File: src/rtl/axi_lite_wr_responder_pkg.sv
// Shared types for the AXI4-Lite write responder.
//   resp_t      : B channel response codes
//   wr_state_t  : write FSM states
//   word_index(): byte address -> word index (drops the byte-lane bits)
package axi_lite_pkg;

  typedef enum logic [1:0] {
    OKAY   = 2'b00,
    SLVERR = 2'b10
  } resp_t;

  typedef enum logic [1:0] {
    IDLE  = 2'd0,
    WRITE = 2'd1,
    RESP  = 2'd2
  } wr_state_t;

  // lsb is the number of byte-lane address bits (2 for 32-bit, 3 for 64-bit data).
  function automatic logic [31:0] word_index(input logic [63:0] byte_addr,
                                             input int unsigned lsb);
    return 32'(byte_addr >> lsb);
  endfunction

endpackage

File: src/rtl/axi_lite_wr_responder_if.sv
// AXI4-Lite write-channel bundle (AW, W, B).
//   master : drives AWADDR/AWVALID, WDATA/WSTRB/WVALID, BREADY
//   slave  : drives AWREADY, WREADY, BRESP/BVALID
interface axi_lite_wr_if #(
  parameter int ADDR_WIDTH = 8,
  parameter int DATA_WIDTH = 32
) ();

  logic [ADDR_WIDTH-1:0]   AWADDR;
  logic                    AWVALID;
  logic                    AWREADY;
  logic [DATA_WIDTH-1:0]   WDATA;
  logic [DATA_WIDTH/8-1:0] WSTRB;
  logic                    WVALID;
  logic                    WREADY;
  logic [1:0]              BRESP;
  logic                    BVALID;
  logic                    BREADY;

  modport master (
    output AWADDR, AWVALID, WDATA, WSTRB, WVALID, BREADY,
    input  AWREADY, WREADY, BRESP, BVALID
  );

  modport slave (
    input  AWADDR, AWVALID, WDATA, WSTRB, WVALID, BREADY,
    output AWREADY, WREADY, BRESP, BVALID
  );

endinterface

File: src/rtl/axi_lite_wr_responder_hs_buf.sv
// One-entry VALID/READY capture buffer.
//   clk, srst : clock, synchronous active-high reset
//   in_valid  : upstream VALID
//   in_ready  : upstream READY (buffer empty), purely from state
//   in_data   : payload captured on in_valid && in_ready
//   clr       : empties the buffer (payload is kept)
//   full/data : buffer status and captured payload
module axi_hs_buf #(
  parameter int WIDTH = 8
) (
  input  logic             clk,
  input  logic             srst,
  input  logic             in_valid,
  output logic             in_ready,
  input  logic [WIDTH-1:0] in_data,
  input  logic             clr,
  output logic             full,
  output logic [WIDTH-1:0] data
);

  logic             full_q, full_d;
  logic [WIDTH-1:0] data_q, data_d;

  always_comb begin
    full_d = full_q;
    data_d = data_q;
    // clr is only raised while full, so it never races a capture.
    if (clr) begin
      full_d = 1'b0;
    end else if (in_valid && !full_q) begin
      full_d = 1'b1;
      data_d = in_data;
    end
  end

  always_ff @(posedge clk) begin
    if (srst) begin
      full_q <= 1'b0;
      data_q <= '0;
    end else begin
      full_q <= full_d;
      data_q <= data_d;
    end
  end

  assign in_ready = !full_q;
  assign full     = full_q;
  assign data     = data_q;

endmodule

File: src/rtl/axi_lite_wr_responder.sv
// AXI4-Lite subordinate write responder: buffers one AW and one W beat,
// performs a single strobed write through a simple memory port, returns B.
//   ACLK, ARESET : clock, synchronous active-high reset
//   s_axi        : AW/W/B channels (slave side)
//   mem_we       : one-cycle write strobe
//   mem_addr     : word index
//   mem_wdata    : captured WDATA
//   mem_wstrb    : captured WSTRB
//   mem_busy     : memory cannot take a write this cycle
// DATA_WIDTH must be 32 or 64.
module axi_lite_wr_responder
  import axi_lite_pkg::*;
#(
  parameter int ADDR_WIDTH = 8,
  parameter int DATA_WIDTH = 32,
  parameter int NUM_REGS   = 16
) (
  input  logic                        ACLK,
  input  logic                        ARESET,
  axi_lite_wr_if.slave                s_axi,
  output logic                        mem_we,
  output logic [$clog2(NUM_REGS)-1:0] mem_addr,
  output logic [DATA_WIDTH-1:0]       mem_wdata,
  output logic [DATA_WIDTH/8-1:0]     mem_wstrb,
  input  logic                        mem_busy
);

  localparam int STRB_W   = DATA_WIDTH / 8;
  localparam int ADDR_LSB = $clog2(STRB_W);
  localparam int IDX_W    = $clog2(NUM_REGS);

  logic                         aw_full, w_full, buf_clr;
  logic [ADDR_WIDTH-1:0]        aw_addr;
  logic [DATA_WIDTH+STRB_W-1:0] w_buf;
  logic [DATA_WIDTH-1:0]        w_data;
  logic [STRB_W-1:0]            w_strb;
  logic                         in_range;

  wr_state_t state_q, state_d;
  resp_t     bresp_q, bresp_d;

  axi_hs_buf #(.WIDTH(ADDR_WIDTH)) u_aw_buf (
    .clk      (ACLK),
    .srst     (ARESET),
    .in_valid (s_axi.AWVALID),
    .in_ready (s_axi.AWREADY),
    .in_data  (s_axi.AWADDR),
    .clr      (buf_clr),
    .full     (aw_full),
    .data     (aw_addr)
  );

  axi_hs_buf #(.WIDTH(DATA_WIDTH + STRB_W)) u_w_buf (
    .clk      (ACLK),
    .srst     (ARESET),
    .in_valid (s_axi.WVALID),
    .in_ready (s_axi.WREADY),
    .in_data  ({s_axi.WDATA, s_axi.WSTRB}),
    .clr      (buf_clr),
    .full     (w_full),
    .data     (w_buf)
  );

  assign w_data = w_buf[STRB_W +: DATA_WIDTH];
  assign w_strb = w_buf[STRB_W-1:0];

  // Full-width compare so addresses beyond the mem_addr range are caught.
  assign in_range = word_index(64'(aw_addr), ADDR_LSB) < NUM_REGS;

  // The memory port follows the buffers directly; only mem_we qualifies it.
  assign mem_addr  = aw_addr[ADDR_LSB +: IDX_W];
  assign mem_wdata = w_data;
  assign mem_wstrb = w_strb;

  always_comb begin
    state_d = state_q;
    bresp_d = bresp_q;
    mem_we  = 1'b0;
    buf_clr = 1'b0;
    case (state_q)
      IDLE: begin
        if (aw_full && w_full) state_d = WRITE;
      end
      WRITE: begin
        // Out-of-range and empty-strobe writes never touch memory, so
        // they do not wait on mem_busy.
        if (!in_range) begin
          bresp_d = SLVERR;
          state_d = RESP;
        end else if (w_strb == '0) begin
          bresp_d = OKAY;
          state_d = RESP;
        end else if (!mem_busy) begin
          mem_we  = 1'b1;
          bresp_d = OKAY;
          state_d = RESP;
        end
      end
      RESP: begin
        if (s_axi.BREADY) begin
          buf_clr = 1'b1;
          state_d = IDLE;
        end
      end
      default: state_d = IDLE;
    endcase
  end

  always_ff @(posedge ACLK) begin
    if (ARESET) begin
      state_q <= IDLE;
      bresp_q <= OKAY;
    end else begin
      state_q <= state_d;
      bresp_q <= bresp_d;
    end
  end

  assign s_axi.BVALID = (state_q == RESP);
  assign s_axi.BRESP  = bresp_q;

endmodule

File: src/flat_wrapper.sv
// flat-port wrapper written by rule: the top's interface ports become plain ports
module axi_lite_wr_responder_flat import axi_lite_pkg::*;
#(
  parameter int ADDR_WIDTH = 8,
  parameter int DATA_WIDTH = 32,
  parameter int NUM_REGS   = 16
)
  (ACLK, ARESET, mem_we, mem_addr, mem_wdata, mem_wstrb, mem_busy, s_axi_AWADDR, s_axi_AWVALID, s_axi_WDATA, s_axi_WSTRB, s_axi_WVALID, s_axi_BREADY, s_axi_AWREADY, s_axi_WREADY, s_axi_BRESP, s_axi_BVALID);
  axi_lite_wr_if #(.ADDR_WIDTH(ADDR_WIDTH), .DATA_WIDTH(DATA_WIDTH)) s_axi_i ();
  input  logic ACLK;
  input  logic ARESET;
  output logic mem_we;
  output logic [$clog2(NUM_REGS)-1:0] mem_addr;
  output logic [DATA_WIDTH-1:0] mem_wdata;
  output logic [DATA_WIDTH/8-1:0] mem_wstrb;
  input  logic mem_busy;
  input wire logic [$bits(s_axi_i.AWADDR)-1:0] s_axi_AWADDR;
  input wire logic [$bits(s_axi_i.AWVALID)-1:0] s_axi_AWVALID;
  input wire logic [$bits(s_axi_i.WDATA)-1:0] s_axi_WDATA;
  input wire logic [$bits(s_axi_i.WSTRB)-1:0] s_axi_WSTRB;
  input wire logic [$bits(s_axi_i.WVALID)-1:0] s_axi_WVALID;
  input wire logic [$bits(s_axi_i.BREADY)-1:0] s_axi_BREADY;
  output wire logic [$bits(s_axi_i.AWREADY)-1:0] s_axi_AWREADY;
  output wire logic [$bits(s_axi_i.WREADY)-1:0] s_axi_WREADY;
  output wire logic [$bits(s_axi_i.BRESP)-1:0] s_axi_BRESP;
  output wire logic [$bits(s_axi_i.BVALID)-1:0] s_axi_BVALID;
  assign s_axi_i.AWADDR = s_axi_AWADDR;
  assign s_axi_i.AWVALID = s_axi_AWVALID;
  assign s_axi_i.WDATA = s_axi_WDATA;
  assign s_axi_i.WSTRB = s_axi_WSTRB;
  assign s_axi_i.WVALID = s_axi_WVALID;
  assign s_axi_i.BREADY = s_axi_BREADY;
  assign s_axi_AWREADY = s_axi_i.AWREADY;
  assign s_axi_WREADY = s_axi_i.WREADY;
  assign s_axi_BRESP = s_axi_i.BRESP;
  assign s_axi_BVALID = s_axi_i.BVALID;
  axi_lite_wr_responder #(.ADDR_WIDTH(ADDR_WIDTH), .DATA_WIDTH(DATA_WIDTH), .NUM_REGS(NUM_REGS)) u_core (.ACLK(ACLK), .ARESET(ARESET), .s_axi(s_axi_i), .mem_we(mem_we), .mem_addr(mem_addr), .mem_wdata(mem_wdata), .mem_wstrb(mem_wstrb), .mem_busy(mem_busy));
endmodule
File: config.mk
export PLATFORM = sky130hd
export DESIGN_NAME = axi_lite_wr_responder_flat
export DESIGN_NICKNAME = d
export VERILOG_FILES = /design/src/rtl/axi_lite_wr_responder_pkg.sv /design/src/rtl/axi_lite_wr_responder_if.sv /design/src/rtl/axi_lite_wr_responder_hs_buf.sv /design/src/rtl/axi_lite_wr_responder.sv /design/src/flat_wrapper.sv
export SDC_FILE = /design/constraint.sdc
export NUM_CORES = 1
export LEC_CHECK = 0
export BUFFER_PORTS_ARGS = -buffer_cell sky130_fd_sc_hd__buf_2
export CAP_MARGIN = 10
export CORE_MARGIN = 10
export CORE_UTILIZATION = 51
export CTS_CLUSTER_SIZE = 16
export DETAILED_ROUTE_END_ITERATION = 8
export HOLD_SLACK_MARGIN = 0.15
export PLACE_DENSITY = 0.82
export SYNTH_ARGS = -nofsm -noshare
export SYNTH_HDL_FRONTEND = slang
export SYNTH_SLANG_ARGS = --single-unit
File: constraint.sdc
create_clock -name ACLK -period 3 [get_ports ACLK]
set_input_delay 0.3 -clock ACLK [delete_from_list [all_inputs] [get_ports ACLK]]
set_output_delay 0.3 -clock ACLK [all_outputs]
set_load 0.05 [all_outputs]
## After elaboration in Yosys (flattened, before gate mapping)

Cells that the tools add are included.
Widths: inputs -> output; s select.

| cells by class | value |
|---|---|
| equality and inequality tests | 6 |
| reductions and logical operators | 12 |
| $lt $le $gt $ge | 1 |
| muxes and demuxes | 15 |
| bitwise logic cells | 1 |

Operator list:

| cell | number |
|---|---|
| $mux 2 | 8 |
| $lt 6x5->1 const B | 1 |
| $mux 1 | 6 |
| $pmux 2 s3 | 1 |
| $reduce_and 2->1 | 3 |
| $logic_not 4->1 | 1 |
| $ne 4x4->1 const B | 1 |
| $logic_and 1x1->1 | 3 |
| $ne 3x3->1 const B | 1 |
| $reduce_and 3->1 | 1 |
| $eq 2x1->1 const B | 1 |
| $eq 2x2->1 const B | 1 |
| $logic_not 1->1 | 2 |
| $logic_not 2->1 | 1 |
| $ne 2x1->1 const B | 1 |
| $ne 2x2->1 const B | 1 |
| $reduce_or 2->1 | 1 |
| $not 1->1 | 1 |

| word-level totals | value |
|---|---|
| bits in registers | 50 |
| input port bits | 50 |
| logic and storage cells | 41 |
| output and inout bits | 46 |

## Logic depth before layout (Yosys ltp)

| logic depth | value |
|---|---|
| depth after elaboration | 4 |
| mapped depth | 5 |

## Hierarchy

From an unflattened synthesis, not the netlist that was laid out.

| unflattened totals | value |
|---|---|
| cell total of the unflattened synthesis | 222 |
| area, all modules | 2,264.7 sq um |

By module, submodules not included:

| module | area an instance (sq um) | cells each | times used |
|---|---|---|---|
| axi_hs_buf at u_core.u_w_buf | 1,679.1 | 161 | 1 |
| axi_hs_buf at u_core.u_aw_buf | 401.6 | 39 | 1 |
| axi_lite_wr_responder | 183.9 | 22 | 1 |

## Worst setup path after synthesis

No wires, ideal clock.

| timing path | value |
|---|---|
| path type | reg2out |
| start point | register u_core.u_w_buf.data_q[0] (netlist: u_core.u_w_buf.data[0]) |
| end point | output mem_we |
| cell stages (with the launch flop) | 4 |
| data arrival time | 2,013 ps |
| setup slack | 687 ps |
| buffers on the path | 0 |
| path through | dfxtp_1 > or4_4 > nand2_1 > nor3_1 |

| on the way | value |
|---|---|
| cells in the longest elaborated chain, start to end | 4 |

RTL lines:

| what | RTL line | text |
|---|---|---|
| start, declared | axi_lite_wr_responder_hs_buf.sv:22 | `logic [WIDTH-1:0] data_q, data_d;` |
| start signal, assigned | axi_lite_wr_responder_hs_buf.sv:42 | `data_q <= data_d;` |
| $logic_not 4->1 | axi_lite_wr_responder.sv:90 | `end else if (w_strb == '0) begin` |
| $mux 1 | axi_lite_wr_responder.sv:90 |  |
| $mux 1 | axi_lite_wr_responder.sv:87 | `if (!in_range) begin` |
| $mux 1 | axi_lite_wr_responder.sv:80 | `case (state_q)` |
| end, declared | flat_wrapper.sv:12 | `output logic mem_we;` |

No other way between the ends.

## Worst setup path in the final report

Same ends and word-level chain as after synthesis.

==> summary.md <==
| Metric | Value |
|---|---|
| Initial drt markers | just over 60 |
| GP Congestion | 0.6921 |
| Syn Std Cell Area | roughly 2200 µm² |
| Layout Skew | ~0.0078 ns |
| Worst hold path type | input port to flip-flop |
| Tot GR Track Use | 0.1322 |
| # DRC | 0 |
| WL/cell | roughly 14 µm |
| Total power | ~0.0014 W |
| Filler cells | around 360 |
| Core area | ~4100 µm² |
| Largest family of logic cells by synthesized area | simple AND/OR/NAND/NOR gates |
| Combinational Power Share | 0.236 |
| Critical path fanouts, max | 4 |
| Fmax achieved | 541.2 MHz |
| Actual slew at the worst max-slew pin | around 1.0 ns |
| Hold Vio Cnt, Final | 0 |
| Min Clock Period, post-route | between 1.5 and 2 ns |
| ANT cells | 0 |
| Clock tree root driver cell | clkbuf_8 |
| Area of the multi-input gates | 1129 µm² |
| Pint | slightly below 0.001 W |
| WHS Path Cells | 2 |
| Buffer and inverter count on the worst path | 1 |
| Syn Nets | around 270 |
| CTS tree | built |
| Peak supply drop | 0.3040 mV |
| Crit path largest cell delay | around 0.57 ns |
| WS Path Type | flip-flop to primary output |
| Routed WL | slightly below 5000 µm |
| Chip width | 85.90 µm |
| Crit path DAT | around 1.6 ns |
| First-pass GRT wire length | 7990 µm |
| Buffers on Ports | 92 |
| Die ar. | approximately 7400 µm² |
| Vias per inst | around 4.7 |
| Hold buffer count at CTS | 0 |
| Status | finished, final reports clean |
| Critical path's slowest cell | or4_4 |
| Sink Count | 47 |
| Vias in the first global route | around 1700 |
| Hold Path End | u_core.u_aw_buf.full |
| Final Slew Violations | 0 |
| Worst path required time | 2.70 ns |
| Post-Synth Adder-Cell Area | 0 |
| R2r setup slk | around 1.3 ns |
| RSZ-0062 raised after global routing | no |
| Hpwl dp | 3706 µm |
| Remaining global-route overflow | 0 |
| Simple-gate share of the synthesized area | 0.2921 |
| Psw | about 0.00045 W |
| Worst-case clock buffer depth | 2 |
| Die height | 85.90 µm |
| Slew margin rel. | 0.3230 |
| Vias | roughly 1600 |
| Worst R2R Start | u_core.state_q[0] |
| Worst setup EP type | primary output |
| Clock transition at the registers of the reported paths | 0.09 ns |
| Starting Density | 0.5419 |
| Synth Area in Compound Gates | 0.02316 |
| Post-synthesis cell type count | 27 |
| Final period utilization | 0.6159 |
| Clock power frac | 0.288 |
| Num CTS Buffers | 5 |
| Pwr Density | around 530 nW/µm² |
| Postcts setup bufs | 0 |
| Initial antenna violation count | 0 |
| Post-Synthesis Cells | about 220 |
| CTS HTree Levels | 2 |
| Yosys reg bits | 47 |
| Net count, final | 348 |
| Site Rows | 23 |
| Critical path cell sequence | or4_4 > nand2_1 > nor3_1 > buf_2 |
| Worst-Skew Late Latency | roughly 0.30 ns |
| Setup TNS | 0 ns |
| Syn-to-layout area delta | 22.26% |
| DR pass1 iterations | 4 |
| # Max-Cap Violations | 0 |
| Mux cell area share after synthesis | 0.1898 |
| Net Sw Frac | 0.3147 |
| Largest net degree at the start of global routing | 90 |
| XOR/XNOR share of the synthesized area | 0 |
| Synth warn | 0 |
| Hold Path Origin | s_axi_AWVALID |
| Static Leak | 1.278 nW |
| Post-CTS Resized | 0 |
| RR Endpoint | u_core.u_w_buf.data[16] |
| Final setup viols | 0 |
| IO Pins | 96 |
| Syn_area_per_cell | ~10 µm² |
| Seq pwr share | 0.476 |
| Crit path max-delay family | simple AND/OR/NAND/NOR gates |
| Sequential share of the synthesized area | 0.4249 |
| Cell depth of the worst flop-to-flop path | 4 |
| Share of cells above drive strength 1 | 0.3612 |
| Sequential cell area | roughly 940 µm² |
| Crit start category | flip-flop |
| Routed Antenna Nets | 0 |
## per-stage QoR
| step | util | cells | cell area, µm² | worst slack, ns | hold slack (ns) |
|---|---|---|---|---|---|
| 4_1_cts | 0.6626 | 349 | 2708 | 1.142 | 0.2150 |
| 2_1_floorplan | - | 216 | 2215 | 0.6872 | 0.4102 |
| 6_report | 0.6626 | 349 | 2708 | 1.152 | 0.2152 |
| 3_5_place_dp | 0.6381 | 341 | 2608 | 1.296 | 0.4606 |
| 3_3_place_gp | 0.6381 | 341 | 2608 | 1.356 | 0.4543 |
| 5_1_grt | 0.6626 | 349 | 2708 | 1.099 | 0.2065 |
## cell usage in the layout (no fill, tap or decap), types with 2 or more instances in the layout
cell type	Yosys	layout
nor3b_4	1	2
nor2_1	3	3
inv_1	2	2
mux2i_1	42	42
nand2b_1	84	84
buf_2	1	92
nand4_1	2	2
nand2_1	2	2
dfxtp_1	47	47
clkbuf_8	0	7
o21a_1	2	2
## worst max path at each step
stage | end | slack [ns] | startpoint | cells after the start
floorplan | mem_we | 0.69 | u_core.u_w_buf.data[0] | 3
global placement | u_core.u_w_buf.data[8] | 1.36 | s_axi_BREADY | 5
detailed placement | u_core.u_w_buf.data[16] | 1.30 | s_axi_BREADY | 5
CTS | mem_we | 1.14 | u_core.u_w_buf.data[0] | 4
global route | mem_we | 1.10 | u_core.u_w_buf.data[0] | 4
finish | mem_we | 1.15 | u_core.u_w_buf.data[0] | 4
## registers in the layout, summed over array words and instances, names as in the netlist
name,flops
u_core.u_aw_buf.full,1
u_core.s_axi.BRESP,1
u_core.u_w_buf.data,36
u_core.u_w_buf.full,1
u_core.state_q,2
u_core.u_aw_buf.data,6
## synth_stat cells, drive strengths merged
| master | instances | share of area |
|---|---|---|
| conb | 1 | 0.0017 |
| or2 | 1 | 0.0028 |
| a21o | 1 | 0.0034 |
| o21a | 2 | 0.0068 |
| nor2 | 3 | 0.0051 |
| a31oi | 1 | 0.0028 |
| nor3b | 2 | 0.014 |
| or3 | 1 | 0.0034 |
| a211oi | 1 | 0.0034 |
| a311oi | 1 | 0.0068 |
| and3b | 1 | 0.0056 |
| buf | 10 | 0.051 |
| and2b | 1 | 0.0040 |
| mux2i | 42 | 0.19 |
| nand2b | 84 | 0.24 |
| nor3 | 1 | 0.0023 |
| or4 | 1 | 0.0051 |
| clkbuf | 8 | 0.014 |
| nand2 | 2 | 0.0034 |
| nand4 | 2 | 0.0056 |
| or2b | 1 | 0.0034 |
| dfxtp | 47 | 0.42 |
| inv | 2 | 0.0034 |
## cell type report
type,instances,share of cell area
Clock buffer,8,0.03697
Multi-Input combinational cell,149,0.4168
Timing Repair Buffer,93,0.1728
Sequential cell,47,0.3475
Inverter,2,0.002773
Tap cell,50,0.02311
## routing by layer
layer,global-route usage,share of wire,up-vias
li1,-,-,859
met1,0.1407,0.41,726
met2,0.2164,0.48,54
met3,0.07285,0.094,7
met4,0.04491,0.012,0
met5,0,0,-
## cells by family (layout without fill, tap and decap cells)
group | after synthesis | in the layout
compound gates | 6 | 6
buf+inv | 20 | 103
flops | 47 | 47
mux | 42 | 42
other cells | 1 | 1
simple gates | 100 | 100
## power groups by stage
stage          combinational, W  clock, W  sequential [W]
2_1_floorplan          0.000159         0        0.000814
3_5_place_dp           0.000346         0        0.000702
3_3_place_gp           0.000341         0        0.000699
6_report               0.000341  0.000417        0.000687
5_1_grt                0.000365  0.000455        0.000694
4_1_cts                0.000347  0.000427        0.000688
(Power assumes the default switching activity.)
